File: src/rtl/axi_mem_rw_bridge_if.sv
// AXI4 channel bundle between the SoC interconnect (master) and axi_mem_rw_bridge (slave).
interface axi_mem_rw_bridge_if #(
    parameter int ID_WIDTH = 4
);
    logic                aw_valid, aw_ready;
    logic [63:0]         aw_addr;
    logic [ID_WIDTH-1:0] aw_id;
    logic [7:0]          aw_len;
    logic [2:0]          aw_size;
    logic [1:0]          aw_burst;

    logic                w_valid, w_ready;
    logic [63:0]         w_data;
    logic [7:0]          w_strb;
    logic                w_last;

    logic                b_valid, b_ready;
    logic [ID_WIDTH-1:0] b_id;
    logic [1:0]          b_resp;

    logic                ar_valid, ar_ready;
    logic [63:0]         ar_addr;
    logic [ID_WIDTH-1:0] ar_id;
    logic [7:0]          ar_len;
    logic [2:0]          ar_size;
    logic [1:0]          ar_burst;

    logic                r_valid, r_ready;
    logic [63:0]         r_data;
    logic [ID_WIDTH-1:0] r_id;
    logic [1:0]          r_resp;
    logic                r_last;

    modport slave (
        input  aw_valid, aw_addr, aw_id, aw_len, aw_size, aw_burst,
        output aw_ready,
        input  w_valid, w_data, w_strb, w_last,
        output w_ready,
        output b_valid, b_id, b_resp,
        input  b_ready,
        input  ar_valid, ar_addr, ar_id, ar_len, ar_size, ar_burst,
        output ar_ready,
        output r_valid, r_data, r_id, r_resp, r_last,
        input  r_ready
    );

    modport master (
        output aw_valid, aw_addr, aw_id, aw_len, aw_size, aw_burst,
        input  aw_ready,
        output w_valid, w_data, w_strb, w_last,
        input  w_ready,
        input  b_valid, b_id, b_resp,
        output b_ready,
        output ar_valid, ar_addr, ar_id, ar_len, ar_size, ar_burst,
        input  ar_ready,
        input  r_valid, r_data, r_id, r_resp, r_last,
        output r_ready
    );
endinterface

File: src/rtl/axi_mem_rw_bridge.sv
// AXI4 slave that splits INCR bursts into single 64-bit word accesses on the simulation memory helper.
// Define AXI_MEM_RANGE_CHECK_EN to turn out-of-range beats into DECERR instead of passing them through.
module axi_mem_rw_bridge #(
    parameter int          ID_WIDTH  = 4,
    parameter logic [63:0] MEM_BASE  = 64'h8000_0000,
    parameter logic [63:0] MEM_WORDS = 64'h2000_0000
) (
    input  logic               clock,
    input  logic               reset,
    axi_mem_rw_bridge_if.slave axi,
    output logic               mem_enable,
    output logic               mem_r_enable,
    output logic [63:0]        mem_r_index,
    input  logic [63:0]        mem_r_data,
    output logic               mem_w_enable,
    output logic [63:0]        mem_w_index,
    output logic [63:0]        mem_w_data,
    output logic [63:0]        mem_w_mask
);
    localparam logic [1:0] RESP_OKAY   = 2'b00;
    localparam logic [1:0] RESP_SLVERR = 2'b10;
    localparam logic [1:0] RESP_DECERR = 2'b11;
    localparam logic [1:0] BURST_INCR  = 2'b01;

    typedef enum logic [1:0] {RD_IDLE, RD_ISSUE, RD_DATA} rd_state_t;
    typedef enum logic [1:0] {WR_IDLE, WR_DATA, WR_RESP} wr_state_t;

    function automatic logic [63:0] base_index(input logic [63:0] addr);
        return (addr - MEM_BASE) >> 3;
    endfunction

    rd_state_t           rd_state, rd_next;
    logic [63:0]         rd_base, rd_idx;
    logic [7:0]          rd_len, rd_beat;
    logic [ID_WIDTH-1:0] rd_id;
    logic                rd_err, rd_oor, rd_last, rd_hit;

    wr_state_t           wr_state, wr_next;
    logic [63:0]         wr_base, wr_idx;
    logic [7:0]          wr_len, wr_beat;
    logic [ID_WIDTH-1:0] wr_id;
    logic                wr_err, wr_dec, wr_last, wr_hit;

    assign rd_idx  = rd_base + 64'(rd_beat);
    assign wr_idx  = wr_base + 64'(wr_beat);
    assign rd_last = (rd_beat == rd_len);
    assign wr_last = (wr_beat == wr_len);

`ifdef AXI_MEM_RANGE_CHECK_EN
    // Addresses below the base wrap to huge indices; the explicit flag keeps intent obvious.
    logic rd_below, wr_below;
    assign rd_hit = !rd_below && (rd_idx < MEM_WORDS);
    assign wr_hit = !wr_below && (wr_idx < MEM_WORDS);

    always_ff @(posedge clock or posedge reset) begin
        if (reset) begin
            rd_below <= 1'b0;
            wr_below <= 1'b0;
        end else begin
            if (rd_state == RD_IDLE && axi.ar_valid) rd_below <= (axi.ar_addr < MEM_BASE);
            if (wr_state == WR_IDLE && axi.aw_valid) wr_below <= (axi.aw_addr < MEM_BASE);
        end
    end
`else
    assign rd_hit = 1'b1;
    assign wr_hit = 1'b1;
`endif

    assign mem_enable = !reset;

    // ---------------- read channel ----------------
    always_ff @(posedge clock or posedge reset) begin
        if (reset) rd_state <= RD_IDLE;
        else       rd_state <= rd_next;
    end

    always_comb begin
        rd_next      = rd_state;
        axi.ar_ready = 1'b0;
        axi.r_valid  = 1'b0;
        mem_r_enable = 1'b0;
        case (rd_state)
            RD_IDLE: begin
                axi.ar_ready = !reset;
                if (axi.ar_valid) rd_next = RD_ISSUE;
            end
            RD_ISSUE: begin
                mem_r_enable = rd_hit;
                rd_next      = RD_DATA;
            end
            RD_DATA: begin
                axi.r_valid = 1'b1;
                if (axi.r_ready) rd_next = rd_last ? RD_IDLE : RD_ISSUE;
            end
            default: rd_next = RD_IDLE;
        endcase
    end

    always_ff @(posedge clock or posedge reset) begin
        if (reset) begin
            rd_base <= '0;
            rd_len  <= '0;
            rd_beat <= '0;
            rd_id   <= '0;
            rd_err  <= 1'b0;
            rd_oor  <= 1'b0;
        end else begin
            case (rd_state)
                RD_IDLE: if (axi.ar_valid) begin
                    rd_base <= base_index(axi.ar_addr);
                    rd_len  <= axi.ar_len;
                    rd_beat <= '0;
                    rd_id   <= axi.ar_id;
                    rd_err  <= (axi.ar_size != 3'd3) || (axi.ar_burst != BURST_INCR);
                end
                RD_ISSUE: rd_oor <= !rd_hit;
                RD_DATA:  if (axi.r_ready && !rd_last) rd_beat <= rd_beat + 8'd1;
                default: ;
            endcase
        end
    end

    // mem_r_data is held by the helper, so RD_DATA can stall indefinitely without re-reading.
    assign mem_r_index = rd_idx;
    assign axi.r_data  = rd_oor ? 64'd0 : mem_r_data;
    assign axi.r_id    = rd_id;
    assign axi.r_last  = (rd_state == RD_DATA) && rd_last;
    assign axi.r_resp  = rd_oor ? RESP_DECERR : (rd_err ? RESP_SLVERR : RESP_OKAY);

    // ---------------- write channel ----------------
    always_ff @(posedge clock or posedge reset) begin
        if (reset) wr_state <= WR_IDLE;
        else       wr_state <= wr_next;
    end

    always_comb begin
        wr_next      = wr_state;
        axi.aw_ready = 1'b0;
        axi.w_ready  = 1'b0;
        axi.b_valid  = 1'b0;
        mem_w_enable = 1'b0;
        case (wr_state)
            WR_IDLE: begin
                axi.aw_ready = !reset;
                if (axi.aw_valid) wr_next = WR_DATA;
            end
            WR_DATA: begin
                axi.w_ready  = 1'b1;
                mem_w_enable = axi.w_valid && wr_hit;
                if (axi.w_valid && wr_last) wr_next = WR_RESP;
            end
            WR_RESP: begin
                axi.b_valid = 1'b1;
                if (axi.b_ready) wr_next = WR_IDLE;
            end
            default: wr_next = WR_IDLE;
        endcase
    end

    // The beat counter defines burst length; a misplaced w_last only flags the response.
    always_ff @(posedge clock or posedge reset) begin
        if (reset) begin
            wr_base <= '0;
            wr_len  <= '0;
            wr_beat <= '0;
            wr_id   <= '0;
            wr_err  <= 1'b0;
            wr_dec  <= 1'b0;
        end else begin
            case (wr_state)
                WR_IDLE: if (axi.aw_valid) begin
                    wr_base <= base_index(axi.aw_addr);
                    wr_len  <= axi.aw_len;
                    wr_beat <= '0;
                    wr_id   <= axi.aw_id;
                    wr_err  <= (axi.aw_size != 3'd3) || (axi.aw_burst != BURST_INCR);
                    wr_dec  <= 1'b0;
                end
                WR_DATA: if (axi.w_valid) begin
                    if (axi.w_last != wr_last) wr_err <= 1'b1;
                    if (!wr_hit)               wr_dec <= 1'b1;
                    if (!wr_last)              wr_beat <= wr_beat + 8'd1;
                end
                default: ;
            endcase
        end
    end

    always_comb begin
        mem_w_mask = '0;
        for (int i = 0; i < 8; i++) mem_w_mask[i*8 +: 8] = {8{axi.w_strb[i]}};
    end

    assign mem_w_index = wr_idx;
    assign mem_w_data  = axi.w_data;
    assign axi.b_id    = wr_id;
    assign axi.b_resp  = wr_dec ? RESP_DECERR : (wr_err ? RESP_SLVERR : RESP_OKAY);
endmodule
File: src/flat_wrapper.sv
// flat-port wrapper written by rule: the top's interface ports become plain ports
module axi_mem_rw_bridge_flat 
#(
    parameter int          ID_WIDTH  = 4,
    parameter logic [63:0] MEM_BASE  = 64'h8000_0000,
    parameter logic [63:0] MEM_WORDS = 64'h2000_0000
)
  (clock, reset, mem_enable, mem_r_enable, mem_r_index, mem_r_data, mem_w_enable, mem_w_index, mem_w_data, mem_w_mask, axi_aw_valid, axi_aw_addr, axi_aw_id, axi_aw_len, axi_aw_size, axi_aw_burst, axi_aw_ready, axi_w_valid, axi_w_data, axi_w_strb, axi_w_last, axi_w_ready, axi_b_valid, axi_b_id, axi_b_resp, axi_b_ready, axi_ar_valid, axi_ar_addr, axi_ar_id, axi_ar_len, axi_ar_size, axi_ar_burst, axi_ar_ready, axi_r_valid, axi_r_data, axi_r_id, axi_r_resp, axi_r_last, axi_r_ready);
  axi_mem_rw_bridge_if #(.ID_WIDTH(ID_WIDTH)) axi_i ();
  input  logic clock;
  input  logic reset;
  output logic mem_enable;
  output logic mem_r_enable;
  output logic [63:0] mem_r_index;
  input  logic [63:0] mem_r_data;
  output logic mem_w_enable;
  output logic [63:0] mem_w_index;
  output logic [63:0] mem_w_data;
  output logic [63:0] mem_w_mask;
  input wire logic [$bits(axi_i.aw_valid)-1:0] axi_aw_valid;
  input wire logic [$bits(axi_i.aw_addr)-1:0] axi_aw_addr;
  input wire logic [$bits(axi_i.aw_id)-1:0] axi_aw_id;
  input wire logic [$bits(axi_i.aw_len)-1:0] axi_aw_len;
  input wire logic [$bits(axi_i.aw_size)-1:0] axi_aw_size;
  input wire logic [$bits(axi_i.aw_burst)-1:0] axi_aw_burst;
  output wire logic [$bits(axi_i.aw_ready)-1:0] axi_aw_ready;
  input wire logic [$bits(axi_i.w_valid)-1:0] axi_w_valid;
  input wire logic [$bits(axi_i.w_data)-1:0] axi_w_data;
  input wire logic [$bits(axi_i.w_strb)-1:0] axi_w_strb;
  input wire logic [$bits(axi_i.w_last)-1:0] axi_w_last;
  output wire logic [$bits(axi_i.w_ready)-1:0] axi_w_ready;
  output wire logic [$bits(axi_i.b_valid)-1:0] axi_b_valid;
  output wire logic [$bits(axi_i.b_id)-1:0] axi_b_id;
  output wire logic [$bits(axi_i.b_resp)-1:0] axi_b_resp;
  input wire logic [$bits(axi_i.b_ready)-1:0] axi_b_ready;
  input wire logic [$bits(axi_i.ar_valid)-1:0] axi_ar_valid;
  input wire logic [$bits(axi_i.ar_addr)-1:0] axi_ar_addr;
  input wire logic [$bits(axi_i.ar_id)-1:0] axi_ar_id;
  input wire logic [$bits(axi_i.ar_len)-1:0] axi_ar_len;
  input wire logic [$bits(axi_i.ar_size)-1:0] axi_ar_size;
  input wire logic [$bits(axi_i.ar_burst)-1:0] axi_ar_burst;
  output wire logic [$bits(axi_i.ar_ready)-1:0] axi_ar_ready;
  output wire logic [$bits(axi_i.r_valid)-1:0] axi_r_valid;
  output wire logic [$bits(axi_i.r_data)-1:0] axi_r_data;
  output wire logic [$bits(axi_i.r_id)-1:0] axi_r_id;
  output wire logic [$bits(axi_i.r_resp)-1:0] axi_r_resp;
  output wire logic [$bits(axi_i.r_last)-1:0] axi_r_last;
  input wire logic [$bits(axi_i.r_ready)-1:0] axi_r_ready;
  assign axi_i.aw_valid = axi_aw_valid;
  assign axi_i.aw_addr = axi_aw_addr;
  assign axi_i.aw_id = axi_aw_id;
  assign axi_i.aw_len = axi_aw_len;
  assign axi_i.aw_size = axi_aw_size;
  assign axi_i.aw_burst = axi_aw_burst;
  assign axi_aw_ready = axi_i.aw_ready;
  assign axi_i.w_valid = axi_w_valid;
  assign axi_i.w_data = axi_w_data;
  assign axi_i.w_strb = axi_w_strb;
  assign axi_i.w_last = axi_w_last;
  assign axi_w_ready = axi_i.w_ready;
  assign axi_b_valid = axi_i.b_valid;
  assign axi_b_id = axi_i.b_id;
  assign axi_b_resp = axi_i.b_resp;
  assign axi_i.b_ready = axi_b_ready;
  assign axi_i.ar_valid = axi_ar_valid;
  assign axi_i.ar_addr = axi_ar_addr;
  assign axi_i.ar_id = axi_ar_id;
  assign axi_i.ar_len = axi_ar_len;
  assign axi_i.ar_size = axi_ar_size;
  assign axi_i.ar_burst = axi_ar_burst;
  assign axi_ar_ready = axi_i.ar_ready;
  assign axi_r_valid = axi_i.r_valid;
  assign axi_r_data = axi_i.r_data;
  assign axi_r_id = axi_i.r_id;
  assign axi_r_resp = axi_i.r_resp;
  assign axi_r_last = axi_i.r_last;
  assign axi_i.r_ready = axi_r_ready;
  axi_mem_rw_bridge #(.ID_WIDTH(ID_WIDTH), .MEM_BASE(MEM_BASE), .MEM_WORDS(MEM_WORDS)) u_core (.clock(clock), .reset(reset), .axi(axi_i), .mem_enable(mem_enable), .mem_r_enable(mem_r_enable), .mem_r_index(mem_r_index), .mem_r_data(mem_r_data), .mem_w_enable(mem_w_enable), .mem_w_index(mem_w_index), .mem_w_data(mem_w_data), .mem_w_mask(mem_w_mask));
endmodule
File: config.mk
export PLATFORM = sky130hd
export DESIGN_NAME = axi_mem_rw_bridge_flat
export DESIGN_NICKNAME = d
export VERILOG_FILES = /design/src/rtl/axi_mem_rw_bridge_if.sv /design/src/rtl/axi_mem_rw_bridge.sv /design/src/flat_wrapper.sv
export SDC_FILE = /design/constraint.sdc
export NUM_CORES = 1
export LEC_CHECK = 0
export BUFFER_PORTS_ARGS = -buffer_cell sky130_fd_sc_hd__buf_2
export CAP_MARGIN = 20
export CORE_AREA = 2 2 252 254
export CTS_CLUSTER_SIZE = 24
export DETAILED_ROUTE_END_ITERATION = 8
export DIE_AREA = 0 0 254 256
export PLACE_DENSITY_LB_ADDON = 0.1
export SYNTH_ARGS = -nofsm -noshare
export SYNTH_HDL_FRONTEND = slang
export SYNTH_SLANG_ARGS = --single-unit
File: constraint.sdc
create_clock -name clock -period 6.4 [get_ports clock]
set_input_delay 0.64 -clock clock [delete_from_list [all_inputs] [get_ports clock]]
set_output_delay 0.64 -clock clock [all_outputs]
set_load 0.01 [all_outputs]
==> results.json <==
{
  "status": "complete, no violations",
  "cp-end-kind": "output pin",
  "num_vias": 9637,
  "postCtsSetupRepairBufs": 0,
  "yosys_warnings": 0,
  "synth_edf_count": 0,
  "dieArea_um2": 65000,
  "antenna_found_initial": 12,
  "switchingPower_uw": 2140,
  "hold_viol_final": 0,
  "gr-total-overflow": 0,
  "pwr-share-comb_pct": 39.5,
  "first_pass_iters": 4,
  "numCtsBuffers": 17,
  "p_int_uw": 2910,
  "slew_violations": 0,
  "rsz0062_at_grt": "false",
  "p_leak_uw": 0.00607,
  "startpoint": "u_core.rd_beat[0]",
  "hold_buffers": 0,
  "clock-root-buffer": "clkbuf_16",
  "cts_max_level": 4,
  "dpl.hpwl_um": 31200,
  "num_rows": 92,
  "area_growth_pct": 14.0,
  "clk-insertion-delay-late_ps": 490,
  "drc_errors": 0,
  "hp-class": "primary input to async pin",
  "final_net_count": 1812,
  "worstSetupPathType": "flip-flop to output pin",
  "initial_core_util_pct": 19.3,
  "die-width_um": 254,
  "setup_viol": 0,
  "syn_inst": 1381,
  "drt-initial-drc-count": 402,
  "timing.rr.start": "u_core.wr_state[0]",
  "core_um2": 62400,
  "p_clk_share_pct": 22.6,
  "syn_area_um2": 12000,
  "ys.flop_type": "dfrtp_1",
  "layout-drive-gt1-share_pct": 27.7,
  "relSlewSlack_pct": 34.5,
  "required_ps": 5760,
  "tns_ps": 0,
  "path_clk_slew_ps": 80,
  "finalCritPeriodShare_pct": 73.6,
  "clk_path_buf_depth": 2,
  "worst_ir_drop_vdd_uv": 176,
  "wire_per_inst_um": 17.3,
  "fp.dieH_um": 256,
  "async_flop_share_pct": 100,
  "drv_cap": 0,
  "fill_cells": 7008,
  "skew_ps": 9.71,
  "sw_frac_of_total_pct": 42.4,
  "ant_nets": 0,
  "ys_seq_area_share_pct": 35.0,
  "critPathArrivalTime_ps": 4070,
  "io_buffers": 306,
  "grt_pass1_wl_um": 61700,
  "wirelength_um": 40500,
  "synth_cell_types": 61,
  "cp_max_fo": 15,
  "ff2ff_path_depth": 4,
  "synth-seq-cells": 168,
  "io_pins": 647,
  "vias_per_cell": 4.11,
  "grt_max_degree": 92,
  "period_needed_ps": 4710,
  "p_seq_share_pct": 37.9,
  "post-route-util_pct": 22.0,
  "gp_congestion": 0.746,
  "start_kind": "flip-flop",
  "cts_tree": "yes",
  "cts_resized": 0,
  "cts_sinks": 168,
  "grt_pass1_vias": 10087,
  "fmax_ghz": 0.212,
  "syn_avg_cell_area_um2": 8.70,
  "grt_use_total_pct": 12.6,
  "p_per_area_nw_per_um2": 369,
  "worstMarginPinSlew_ps": 975
}
kinds of logic after synthesis:
logic type               synth area share (%)
multiplexers                             4.01
buffers and inverters                    14.6
XOR/XNOR                                 14.4
AND/OR/NAND/NOR                          23.2
adder cells (fa/ha/maj)                  2.42
AO/OA/AOI/OAI                            6.38
flip-flops                               35.0
other                                  0.0312
power by group through the flow:
stage / logic [µW] / clock network (µW) / registers (µW)
after global placement: 2040 / 0 / 1940
after floorplan: 1380 / 0 / 1810
after global routing: 2250 / 1250 / 2000
final: 1990 / 1140 / 1920
after detailed placement: 2040 / 0 / 1940
after CTS: 2050 / 1210 / 1920
synthesized netlist by cell type, types with 13 or more instances:
master    number  area [µm²]
a21oi_1       46         230
and3_1        25         156
buf_4        200        1500
clkbuf_1      31         116
dfrtp_1      168        4200
ha_1          20         250
inv_1         27         101
mux2_2        41         462
nand2_1      209         785
nand2b_1      13        81.3
nand3_1       56         280
nand4_1       35         219
nor2_1        95         357
nor3_1        36         180
nor4_1        21         131
o21ai_0       39         195
or3_1         14        87.6
xnor2_1      126        1100
xor2_1        72         631
routing by layer:
layer,GRT usage [%],wire length [µm]
met1,14.5,16800
met2,20.0,18600
met3,6.59,4380
met4,3.82,597
met5,0,101
worst max-delay path, stage by stage, from the launching register on:
cell and delay (ps):
dfrtp_1 480, ha_1 210, inv_1 50, fa_1 390, nand2b_1 180, a21oi_1 300, o311a_1 730, nand3_1 380
nor4_1 420, xor2_1 250, buf_2 170
worst paths after layout:
| path | slack [ps] | end |
|---|---|---|
| max in group asynchronous | 4890 | u_core.wr_len[7] |
| worst min-delay path | 260 | u_core.axi.r_id[0] |
| worst min register to register | 480 | u_core.axi.r_id[0] |
| worst max-delay path | 1690 | mem_r_index[50] |
| worst max register to register | 3960 | u_core.wr_base[22] |
| min in group clock | 320 | u_core.rd_err |
metrics by stage:
step           power [µW]  area (µm²)  setup WS [ps]  cells  hold WS [ps]
6_report             5050       13700           1690   2347           257
5_1_grt              5500       13700           1320   2343           276
4_1_cts              5180       13700           1540   2343           246
3_5_place_dp         3980       13100           2130   2311           466
3_3_place_gp         3980       13100           2100   2311           463
2_1_floorplan        3190       12000           1140   1386           450
cells in the final DEF (no fill, tap or decap), drive strengths merged, types with 3 or more instances in the layout:
master,instances
nor4,26
nand2b,15
nor3b,3
inv,35
or3,15
a21oi,47
nand2,209
nor2,95
diode,4
clkbuf,17
conb,6
nand4,35
nand3,56
buf,316
mux2,41
and3,25
dfrtp,168
or2,4
a21o,10
or4,12
ha,20
and2,9
and4,9
a31oi,7
o21ai,42
o31ai,4
xor2,72
xnor2,126
clkinv,4
nor3,37
nor2b,4
sequential cells by signal (all words and copies together), names as in the netlist:
| register | cells |
|---|---|
| u_core.rd_base | 61 |
| u_core.wr_base | 61 |
| u_core.rd_beat | 8 |
| u_core.rd_len | 8 |
| u_core.wr_beat | 8 |
| u_core.wr_len | 8 |
| u_core.axi.b_id | 4 |
| u_core.axi.r_id | 4 |
| u_core.rd_state | 2 |
| u_core.wr_state | 2 |
| u_core.rd_err | 1 |
| u_core.wr_err | 1 |
final cells by class:
type	count	area, µm²	area share (%)
antenna	4	10.0	0.0731
clock buffer	17	425	3.11
clock inverter	15	185	1.35
inverter	27	109	0.795
multi-input combinational	954	6100	44.5
sequential	168	4200	30.7
tap	846	1060	7.73
timing repair buffer	316	1610	11.7
Note: power is estimated with default switching activity, not from simulation.
